===== src/rtl/lab3_cache_mem_arbiter_if.sv =====
// Memory-side stream bundle: request and response val/rdy channels with
// 4-byte memory message formats.
interface lab3_cache_mem_arbiter_if;

    typedef struct packed {
        logic [2:0]  msg_type;
        logic [7:0]  opaque;
        logic [31:0] addr;
        logic [1:0]  len;
        logic [31:0] data;
    } mem_req_4B_t;

    typedef struct packed {
        logic [2:0]  msg_type;
        logic [7:0]  opaque;
        logic [1:0]  test;
        logic [1:0]  len;
        logic [31:0] data;
    } mem_resp_4B_t;

    logic         req_val;
    logic         req_rdy;
    mem_req_4B_t  req_msg;
    logic         resp_val;
    logic         resp_rdy;
    mem_resp_4B_t resp_msg;

    // master issues requests and consumes responses
    modport master (
        output req_val, req_msg, resp_rdy,
        input  req_rdy, resp_val, resp_msg
    );

    modport slave (
        input  req_val, req_msg, resp_rdy,
        output req_rdy, resp_val, resp_msg
    );

endinterface


===== src/rtl/lab3_cache_mem_arbiter.sv =====
// Two-cache to one-memory arbiter: round-robin request merge plus an in-order
// source FIFO that steers memory responses back to the requesting cache.
module lab3_cache_mem_arbiter #(
    parameter int p_num_entries = 4
) (
    input logic                      clk,
    input logic                      reset,
    lab3_cache_mem_arbiter_if.slave  cache0,
    lab3_cache_mem_arbiter_if.slave  cache1,
    lab3_cache_mem_arbiter_if.master mem
);

    localparam int PW = $clog2(p_num_entries);
    localparam int CW = PW + 1;

    logic                     prio;
    logic [PW-1:0]            wr_ptr;
    logic [PW-1:0]            rd_ptr;
    logic [CW-1:0]            count;
    logic [p_num_entries-1:0] src_fifo;

    logic fifo_full;
    logic resp_active;
    logic head_id;
    logic grant_val;
    logic grant_id;
    logic push;
    logic pop;

    assign fifo_full = (count == CW'(p_num_entries));

    always_comb begin
        grant_val = 1'b0;
        grant_id  = 1'b0;
        if (!reset && !fifo_full) begin
            if (cache0.req_val && cache1.req_val) begin
                grant_val = 1'b1;
                grant_id  = prio;
            end else if (cache0.req_val) begin
                grant_val = 1'b1;
                grant_id  = 1'b0;
            end else if (cache1.req_val) begin
                grant_val = 1'b1;
                grant_id  = 1'b1;
            end
        end
    end

    assign mem.req_val    = grant_val;
    assign mem.req_msg    = grant_id ? cache1.req_msg : cache0.req_msg;
    assign cache0.req_rdy = grant_val && !grant_id && mem.req_rdy;
    assign cache1.req_rdy = grant_val &&  grant_id && mem.req_rdy;

    // Responses only route while an id is outstanding; stray memory responses are not accepted.
    assign resp_active     = !reset && (count != '0);
    assign head_id         = src_fifo[rd_ptr];
    assign cache0.resp_val = resp_active && !head_id && mem.resp_val;
    assign cache1.resp_val = resp_active &&  head_id && mem.resp_val;
    assign cache0.resp_msg = mem.resp_msg;
    assign cache1.resp_msg = mem.resp_msg;
    assign mem.resp_rdy    = resp_active && (head_id ? cache1.resp_rdy : cache0.resp_rdy);

    assign push = grant_val && mem.req_rdy;
    assign pop  = mem.resp_val && mem.resp_rdy;

    always_ff @(posedge clk or posedge reset) begin
        if (reset) begin
            prio     <= 1'b0;
            wr_ptr   <= '0;
            rd_ptr   <= '0;
            count    <= '0;
            src_fifo <= '0;
        end else begin
            if (push) begin
                prio             <= ~grant_id;
                src_fifo[wr_ptr] <= grant_id;
                wr_ptr           <= wr_ptr + PW'(1);
            end
            if (pop) begin
                rd_ptr <= rd_ptr + PW'(1);
            end
            unique case ({push, pop})
                2'b10:   count <= count + CW'(1);
                2'b01:   count <= count - CW'(1);
                default: count <= count;
            endcase
        end
    end

endmodule


===== src/flat_wrapper.sv =====
// flat-port wrapper written by rule: the top's interface ports become plain ports
module lab3_cache_mem_arbiter_flat 
#(
    parameter int p_num_entries = 4
)
  (clk, reset, cache0_req_val, cache0_req_msg, cache0_resp_rdy, cache0_req_rdy, cache0_resp_val, cache0_resp_msg, cache1_req_val, cache1_req_msg, cache1_resp_rdy, cache1_req_rdy, cache1_resp_val, cache1_resp_msg, mem_req_val, mem_req_msg, mem_resp_rdy, mem_req_rdy, mem_resp_val, mem_resp_msg);
  lab3_cache_mem_arbiter_if cache0_i ();
  lab3_cache_mem_arbiter_if cache1_i ();
  lab3_cache_mem_arbiter_if mem_i ();
  input logic clk;
  input logic reset;
  input wire logic [$bits(cache0_i.req_val)-1:0] cache0_req_val;
  input wire logic [$bits(cache0_i.req_msg)-1:0] cache0_req_msg;
  input wire logic [$bits(cache0_i.resp_rdy)-1:0] cache0_resp_rdy;
  output wire logic [$bits(cache0_i.req_rdy)-1:0] cache0_req_rdy;
  output wire logic [$bits(cache0_i.resp_val)-1:0] cache0_resp_val;
  output wire logic [$bits(cache0_i.resp_msg)-1:0] cache0_resp_msg;
  input wire logic [$bits(cache1_i.req_val)-1:0] cache1_req_val;
  input wire logic [$bits(cache1_i.req_msg)-1:0] cache1_req_msg;
  input wire logic [$bits(cache1_i.resp_rdy)-1:0] cache1_resp_rdy;
  output wire logic [$bits(cache1_i.req_rdy)-1:0] cache1_req_rdy;
  output wire logic [$bits(cache1_i.resp_val)-1:0] cache1_resp_val;
  output wire logic [$bits(cache1_i.resp_msg)-1:0] cache1_resp_msg;
  output wire logic [$bits(mem_i.req_val)-1:0] mem_req_val;
  output wire logic [$bits(mem_i.req_msg)-1:0] mem_req_msg;
  output wire logic [$bits(mem_i.resp_rdy)-1:0] mem_resp_rdy;
  input wire logic [$bits(mem_i.req_rdy)-1:0] mem_req_rdy;
  input wire logic [$bits(mem_i.resp_val)-1:0] mem_resp_val;
  input wire logic [$bits(mem_i.resp_msg)-1:0] mem_resp_msg;
  assign cache0_i.req_val = cache0_req_val;
  assign cache0_i.req_msg = cache0_req_msg;
  assign cache0_i.resp_rdy = cache0_resp_rdy;
  assign cache0_req_rdy = cache0_i.req_rdy;
  assign cache0_resp_val = cache0_i.resp_val;
  assign cache0_resp_msg = cache0_i.resp_msg;
  assign cache1_i.req_val = cache1_req_val;
  assign cache1_i.req_msg = cache1_req_msg;
  assign cache1_i.resp_rdy = cache1_resp_rdy;
  assign cache1_req_rdy = cache1_i.req_rdy;
  assign cache1_resp_val = cache1_i.resp_val;
  assign cache1_resp_msg = cache1_i.resp_msg;
  assign mem_req_val = mem_i.req_val;
  assign mem_req_msg = mem_i.req_msg;
  assign mem_resp_rdy = mem_i.resp_rdy;
  assign mem_i.req_rdy = mem_req_rdy;
  assign mem_i.resp_val = mem_resp_val;
  assign mem_i.resp_msg = mem_resp_msg;
  lab3_cache_mem_arbiter #(.p_num_entries(p_num_entries)) u_core (.clk(clk), .reset(reset), .cache0(cache0_i), .cache1(cache1_i), .mem(mem_i));
endmodule

===== config.mk =====
export PLATFORM = sky130hd
export DESIGN_NAME = lab3_cache_mem_arbiter_flat
export DESIGN_NICKNAME = d
export VERILOG_FILES = /design/src/rtl/lab3_cache_mem_arbiter_if.sv /design/src/rtl/lab3_cache_mem_arbiter.sv /design/src/flat_wrapper.sv
export SDC_FILE = /design/constraint.sdc
export NUM_CORES = 1
export LEC_CHECK = 0
export ABC_AREA = 1
export BUFFER_PORTS_ARGS = -buffer_cell sky130_fd_sc_hd__clkbuf_2
export CAP_MARGIN = 25
export CORE_AREA = 10 10 141 143
export DETAILED_ROUTE_END_ITERATION = 8
export DIE_AREA = 0 0 151 153
export GPL_TIMING_DRIVEN = 0
export HOLD_SLACK_MARGIN = 0.06
export PLACE_DENSITY = 0.5
export REMOVE_ABC_BUFFERS = 1
export SLEW_MARGIN = 20
export SYNTH_ARGS = -nofsm -noshare
export SYNTH_HDL_FRONTEND = slang
export SYNTH_SLANG_ARGS = --single-unit

===== constraint.sdc =====
create_clock -name clk -period 2.55 [get_ports clk]
set_input_delay 0.255 -clock clk [delete_from_list [all_inputs] [get_ports clk]]
set_output_delay 0.255 -clock clk [all_outputs]
set_load 0.02 [all_outputs]

==> results.toml, run 1 <==
[pwr]
p_int_mw = 1.095
clockPowerShare_pct = 14.0
power_mw = 2.292
power_leakage_nw = 2.373
p_per_area_nw_per_um2 = 629.8
peakVddDrop_uv = 502.3
sw_frac_of_total_pct = 52.22
p_sw_mw = 1.197
pwr-share-comb_pct = 70.1
p_seq_share_pct = 15.9

[drt]
route.vias.total = 2995
met3_length_um = 4007
dr.pass1.iters = 5
routed_wl_um = 16160
drc = 0
drt_iter0_drc = 85
vias_per_cell = 3.702
routed.top_layer = "met5"
drt.antenna.violating_nets = 0
wl_met1_um = 5417
routedWlPerCell_um = 19.98
dr_wl_met2_um = 6648

[die]
start_util_pct = 16.42
core.rowCount = 48
io_pins = 386
die_area_um2 = 23100
die_x_um = 151
die_height_um = 153
fp.coreArea_um2 = 17060

[final_layout]
fin_util_pct = 21.34
final_area_um2 = 3640
antennaDiodeCount = 0
layout-drive-gt1-share_pct = 53.77
layout_commonest_cell = "clkbuf_2"
fin_nets = 800
final_cell_mix = "clkbuf_2 (244), nand2_1 (100), inv_1 (96)"
syn2layout_area_growth_pct = 29.92
fill_cells = 2016

[worst_setup_path]
cpPeakStageDelay_ns = 0.40
crit_type = "reg2out"
rr_startpoint = "u_core.rd_ptr[0]$_DFFE_PP0P_"
cp.required_ns = 2.30
startpoint = "u_core.count[0]$_DFFE_PP0P_"
path_cells = "nor2_2 > nand2_2 > nand4_4 > buf_12 > buf_16 > nand2_1 > o21ai_1 > clkbuf_2"
path_max_fanout = 49
reg2regPathDepth = 13
crit_path_end_kind = "output pin"
cp_slowest_cell = "dfrtp_1"
startpoint_type = "flip-flop"
cp.arrival_ns = 2.08

[logic_synthesis]
synth.avg_cell_area_um2 = 6.352
ys.flop_type = "dfrtp_1"
synth_cells = 441
ys_async_sr_fraction_pct = 100.0
synth_area_um2 = 2801
synth_seq_cells = 12
ys_warn_count = 0
synth.distinct_cells = 26
synth.yosys.seq_area_share_pct = 10.72
synth_edf_count = 0

[global_routing]
grt_pass1_vias = 3176
antenna_found_initial = 0
grt_max_degree = 50
grt_pass1_wl_um = 21690
grtUsageTotal_pct = 12.76
overflow = 0

[timing]
layout_min_cycle_time_ns = 2.334
timing.slew.headroom_pct = 60.18
tns_ns = 0
fmax_mhz = 428.5
setup_viol = 0
maxSlewViolCount = 0
fin_crit_sh_pct = 91.52
hold_violations = 0
tightest_slew_ns = 0.5953
rsz0062_at_grt = "false"
fin_worst_skew_ns = 0.001169
hold-worst-slack_ns = 0.2931

[placement]
port_buffers = 244
placed_cell_area_um2 = 3492
place.gp.congestion = 0.8562
hpwl_um = 14800

[clock_network]
cts_tree = "done"
clk_latency_ns = 0.24
clk_pin_slew_ns = 0.04
clock-sinks = 12
numCtsBuffers = 3
clockBufferDepth = 2
htree_levels = 1
cts_root_buf = "clkbuf_16"

[hold_path]
hp-class = "in2reg"
hp-start = "mem_resp_val"
holdPathStages = 3

[job]
cap_violations = 0

[run_status]
status = "finished, final reports clean"
[power by group through the flow]
stage / Clock [mW] / Sequential [mW] / Combinational [mW]
2_1_floorplan: 0 / 0.349 / 1.04
3_3_place_gp: 0 / 0.368 / 1.55
3_5_place_dp: 0 / 0.366 / 1.58
4_1_cts: 0.327 / 0.365 / 1.59
5_1_grt: 0.338 / 0.383 / 1.80
6_report: 0.320 / 0.365 / 1.61
[worst max-delay path, delay by kind of cell, from the launching register on]
kind | cells | cell delay, ns
buffers and inverters | 3 | 0.63
AO/OA/AOI/OAI | 1 | 0.10
flip-flops | 1 | 0.40
AND/OR/NAND/NOR | 4 | 0.66
[routing by layer]
metal	GRT usage (%)	up-vias
met4	0.3210	2
met3	14.67	4
met2	18.51	250
met5	4.535	-
li1	-	1514
met1	12.20	1225
[flip-flops by register name, indices dropped and copies added (netlist names)]
register,flops
u_core.src_fifo,4
u_core.prio,1
u_core.rd_ptr,2
u_core.wr_ptr,2
u_core.count,3
[repair_timing]
action | CTS | global route
gates cloned | 0 | 2
setup buffers | 0 | 0
endpoints found under the hold margin | 12 | 0
hold buffers | 1 | 0
endpoints found under the setup margin | 7 | 16
resized for setup | 1 | 1
[cells in the mapped netlist (2+ instances only)]
cell type / count / share of area (%)
nand2_1: 100 / 13
inv_1: 97 / 13
buf_4: 95 / 25
o21ai_2: 50 / 16
o21ai_0: 18 / 3.2
o21ai_1: 15 / 2.7
buf_6: 13 / 5.2
dfrtp_1: 12 / 11
nand3_1: 8 / 1.4
a21oi_1: 6 / 1.1
ha_1: 5 / 2.2
nand2_2: 3 / 0.67
clkbuf_1: 2 / 0.27
inv_2: 2 / 0.27
nand4_1: 2 / 0.45
nor3_1: 2 / 0.36
xor2_1: 2 / 0.63
[path summary, 6_finish.rpt]
check	endpoint	slack, ns
worst max register to register	u_core.count[2]$_DFFE_PP0P_	0.37
max in group asynchronous	u_core.src_fifo[0]$_DFFE_PP0P_	1.41
worst max-delay path	mem_req_msg[67]	0.22
worst min-delay path	u_core.rd_ptr[0]$_DFFE_PP0P_	0.29
min in group asynchronous	u_core.count[2]$_DFFE_PP0P_	0.75
worst min register to register	u_core.count[0]$_DFFE_PP0P_	0.51
[per-stage QoR]
step | instances | worst slack (ns)
floorplan | 330 | -0.9535
global placement | 799 | -1.633
detailed placement | 802 | -0.05584
CTS | 807 | 0.07711
global route | 809 | 0.08243
finish | 809 | 0.2162
[layout make-up]
class | instances | area, um^2 | area share [%]
Multi-Input combinational cell | 220 | 1270 | 34.89
Inverter | 99 | 375.4 | 10.31
Sequential cell | 12 | 300.3 | 8.250
Timing Repair Buffer | 249 | 1324 | 36.37
Clock buffer | 4 | 88.84 | 2.441
Tap cell | 225 | 281.5 | 7.735
[cell families (layout without fill, tap and decap cells)]
family / Yosys count / after routing / synth area share (%)
compound gates: 89 / 89 / 22.60
xor+xnor: 3 / 3 / 0.9381
fa+ha+maj: 6 / 6 / 2.948
buf+inv: 210 / 352 / 44.39
flops: 12 / 12 / 10.72
simple gates: 121 / 122 / 18.40
(Power assumes the default switching activity.)
==> run 2, diff against run 1 <==
--- a/config.mk
+++ b/config.mk
@@ -8,12 +8,12 @@
 export ABC_AREA = 1
 export BUFFER_PORTS_ARGS = -buffer_cell sky130_fd_sc_hd__clkbuf_2
 export CAP_MARGIN = 25
-export CORE_AREA = 10 10 141 143
+export CORE_AREA = 2 2 149 151
 export DETAILED_ROUTE_END_ITERATION = 8
 export DIE_AREA = 0 0 151 153
 export GPL_TIMING_DRIVEN = 0
 export HOLD_SLACK_MARGIN = 0.06
-export PLACE_DENSITY = 0.5
+export PLACE_DENSITY = 0.42
 export REMOVE_ABC_BUFFERS = 1
 export SLEW_MARGIN = 20
 export SYNTH_ARGS = -nofsm -noshare
==> run 2 against run 1 <==
Core utilization decreased by 4.0 points; global-route usage shrank 0.69 points; routed wire length is 8.4% lower; critical endpoint is now mem_req_msg[9]; largest cell class unchanged.
==> results.toml, run 2 (same netlist as run 1, synthesis figures left out) <==
[timing]
tightest_slew_ns = 0.6117
setup_viol = 0
rsz0062_at_grt = "false"
hold_violations = 0
maxSlewViolCount = 0
fmax_mhz = 442.2
layout_min_cycle_time_ns = 2.261
timing.slew.headroom_pct = 59.09
fin_worst_skew_ns = 0.001724
fin_crit_sh_pct = 88.67
fin_ws_ns = 0.2888

[final_layout]
reg_top3 = "u_core.src_fifo x4, u_core.count x3"
final_cell_mix = "clkbuf_2 (244), nand2_1 (100), inv_1 (96)"
fin_nets = 805
largest_reg_flops = 4
largest_register = "u_core.src_fifo"
layout_commonest_cell = "clkbuf_2"
syn2layout_area_growth_pct = 32.92
final_area_um2 = 3724
layout-drive-gt1-share_pct = 54.16
fin_util_pct = 17.33

[pwr]
p_sw_mw = 1.192
sw_frac_of_total_pct = 52.02
p_per_area_nw_per_um2 = 615.2
power_leakage_nw = 2.382
p_seq_share_pct = 16.0
peakVddDrop_uv = 264.0
clockPowerShare_pct = 14.1
p_int_mw = 1.099
pwr-share-comb_pct = 69.9

[global_routing]
use_met3_pct = 14.42
grt_max_degree = 48
antenna_found_initial = 1
grt_pass1_vias = 2941
grt_pass1_wl_um = 20140
use_met2_pct = 17.45
met1_usage_pct = 10.95
busiest_layer = "met2"
grtUsageTotal_pct = 12.07
overflow = 0

[placement]
hpwl_um = 13110
port_buffers = 244
post-place-ws_ns = -0.1364
place.gp.congestion = 0.9371
placed_cell_area_um2 = 3561

[job]
cap_violations = 0

[drt]
routedWlPerCell_um = 17.02
routed_wl_um = 14810
drc = 0
drt.antenna.violating_nets = 0
route.vias.total = 3137
vias_per_cell = 3.606
drt_iter0_drc = 116
dr.pass1.iters = 4

[worst_setup_path]
cp.arrival_ns = 2.01
path_cells = "nor2_2 > nand2_2 > nand4_4 > buf_12 > buf_12 > nand2_1 > o21ai_2 > clkbuf_2"
path_delay_family = "buffers and inverters"
cpPeakStageDelay_ns = 0.40
cp.required_ns = 2.30
crit_type = "reg2out"
crit_path_end_kind = "output pin"
cp_slowest_cell = "dfrtp_1"
crit_buf_inv = 3
startpoint_type = "flip-flop"
path_max_fanout = 47
cp_common_cell = "buf_12"

[die]
core.rowCount = 54
die_area_um2 = 23100
fp.coreArea_um2 = 21490
io_pins = 386
die_x_um = 151
die_height_um = 153
start_util_pct = 13.04

[clock_network]
cts_tree = "done"
clockBufferDepth = 2
clk_pin_slew_ns = 0.05
numCtsBuffers = 3
cts_root_buf = "clkbuf_16"
clock-sinks = 12
clk_latency_ns = 0.24
htree_levels = 1

[hold_path]
hp-class = "in2reg"

[run_status]
status = "finished, final reports clean"
-- run 2: cell count changes in the layout (fill, tap and decap cells not counted) --
cell,before,now
buf_12,2,3
buf_16,1,0
buf_4,0,6
clkbuf_16,4,3
diode_2,0,1
-- run 2: power groups by stage --
stage | registers [mW] | logic, mW | clock network [mW]
after floorplan | 0.349 | 1.04 | 0
after global placement | 0.372 | 1.55 | 0
after detailed placement | 0.368 | 1.57 | 0
after CTS | 0.367 | 1.59 | 0.330
after global routing | 0.384 | 1.78 | 0.344
final | 0.367 | 1.60 | 0.324
-- run 2: final cells by class --
| cell class | instances | area (um^2) |
|---|---|---|
| fill | 2561 | 17760 |
| inverter | 99 | 375.4 |
| tap | 280 | 350.3 |
| timing repair buffer | 254 | 1336 |
| antenna | 1 | 2.502 |
| multi-input combinational | 220 | 1270 |
| clock buffer | 4 | 88.84 |
| sequential | 12 | 300.3 |
-- run 2: stage by stage --
stage / hold slack [ns] / power, mW / TNS (ns) / instances
2_1_floorplan: 0.1650 / 1.384 / -54.62 / 330
5_1_grt: 0.3062 / 2.509 / 0 / 869
4_1_cts: 0.2891 / 2.291 / 0 / 863
3_3_place_gp: 0.3637 / 1.921 / -125.19 / 854
6_report: 0.2869 / 2.291 / 0 / 870
3_5_place_dp: 0.3563 / 1.938 / -1.496 / 857
-- run 2: worst register-to-register path, stage by stage (launching register included) --
cell	delay (ns)
dfrtp_1	0.44
inv_2	0.12
nand2_1	0.07
nand3_1	0.09
nand2_1	0.10
nand2_1	0.09
nand4_1	0.12
inv_1	0.09
ha_1	0.14
inv_1	0.06
fa_1	0.38
a21oi_1	0.14
o21ai_0	0.10
xor2_1	0.15
-- run 2: worst paths after layout --
path | end | depth (start not counted) | slack [ns] | from
hold reg to reg | u_core.src_fifo[0]$_DFFE_PP0P_ | 2 | 0.50 | u_core.src_fifo[0]$_DFFE_PP0P_
setup / recovery | mem_req_msg[9] | 8 | 0.29 | u_core.count[0]$_DFFE_PP0P_
setup reg to reg | u_core.count[2]$_DFFE_PP0P_ | 13 | 0.34 | u_core.rd_ptr[0]$_DFFE_PP0P_
min in group asynchronous | u_core.rd_ptr[0]$_DFFE_PP0P_ | 3 | 0.75 | reset
max in group asynchronous | u_core.prio$_DFFE_PP0P_ | 3 | 1.40 | reset
hold / removal | u_core.rd_ptr[0]$_DFFE_PP0P_ | 3 | 0.29 | mem_resp_val
-- run 2: routing by layer --
metal | wire length (um) | vias up | part of all wire (%)
met2 | 5947 | 306 | 40
li1 | - | 1525 | -
met3 | 3886 | 12 | 26
met1 | 4638 | 1288 | 31
met4 | 76 | 6 | 0.51
met5 | 261 | - | 1.8
-- run 2: timing repair --
| action | CTS | global route |
|---|---|---|
| setup buffers | 0 | 6 |
| endpoints found under the hold margin | 12 | 0 |
| gates resized for setup | 1 | 0 |
| hold buffers | 1 | 0 |
| pin swaps | 1 | 1 |
| endpoints found under the setup margin | 24 | 22 |
| cloned | 1 | 0 |
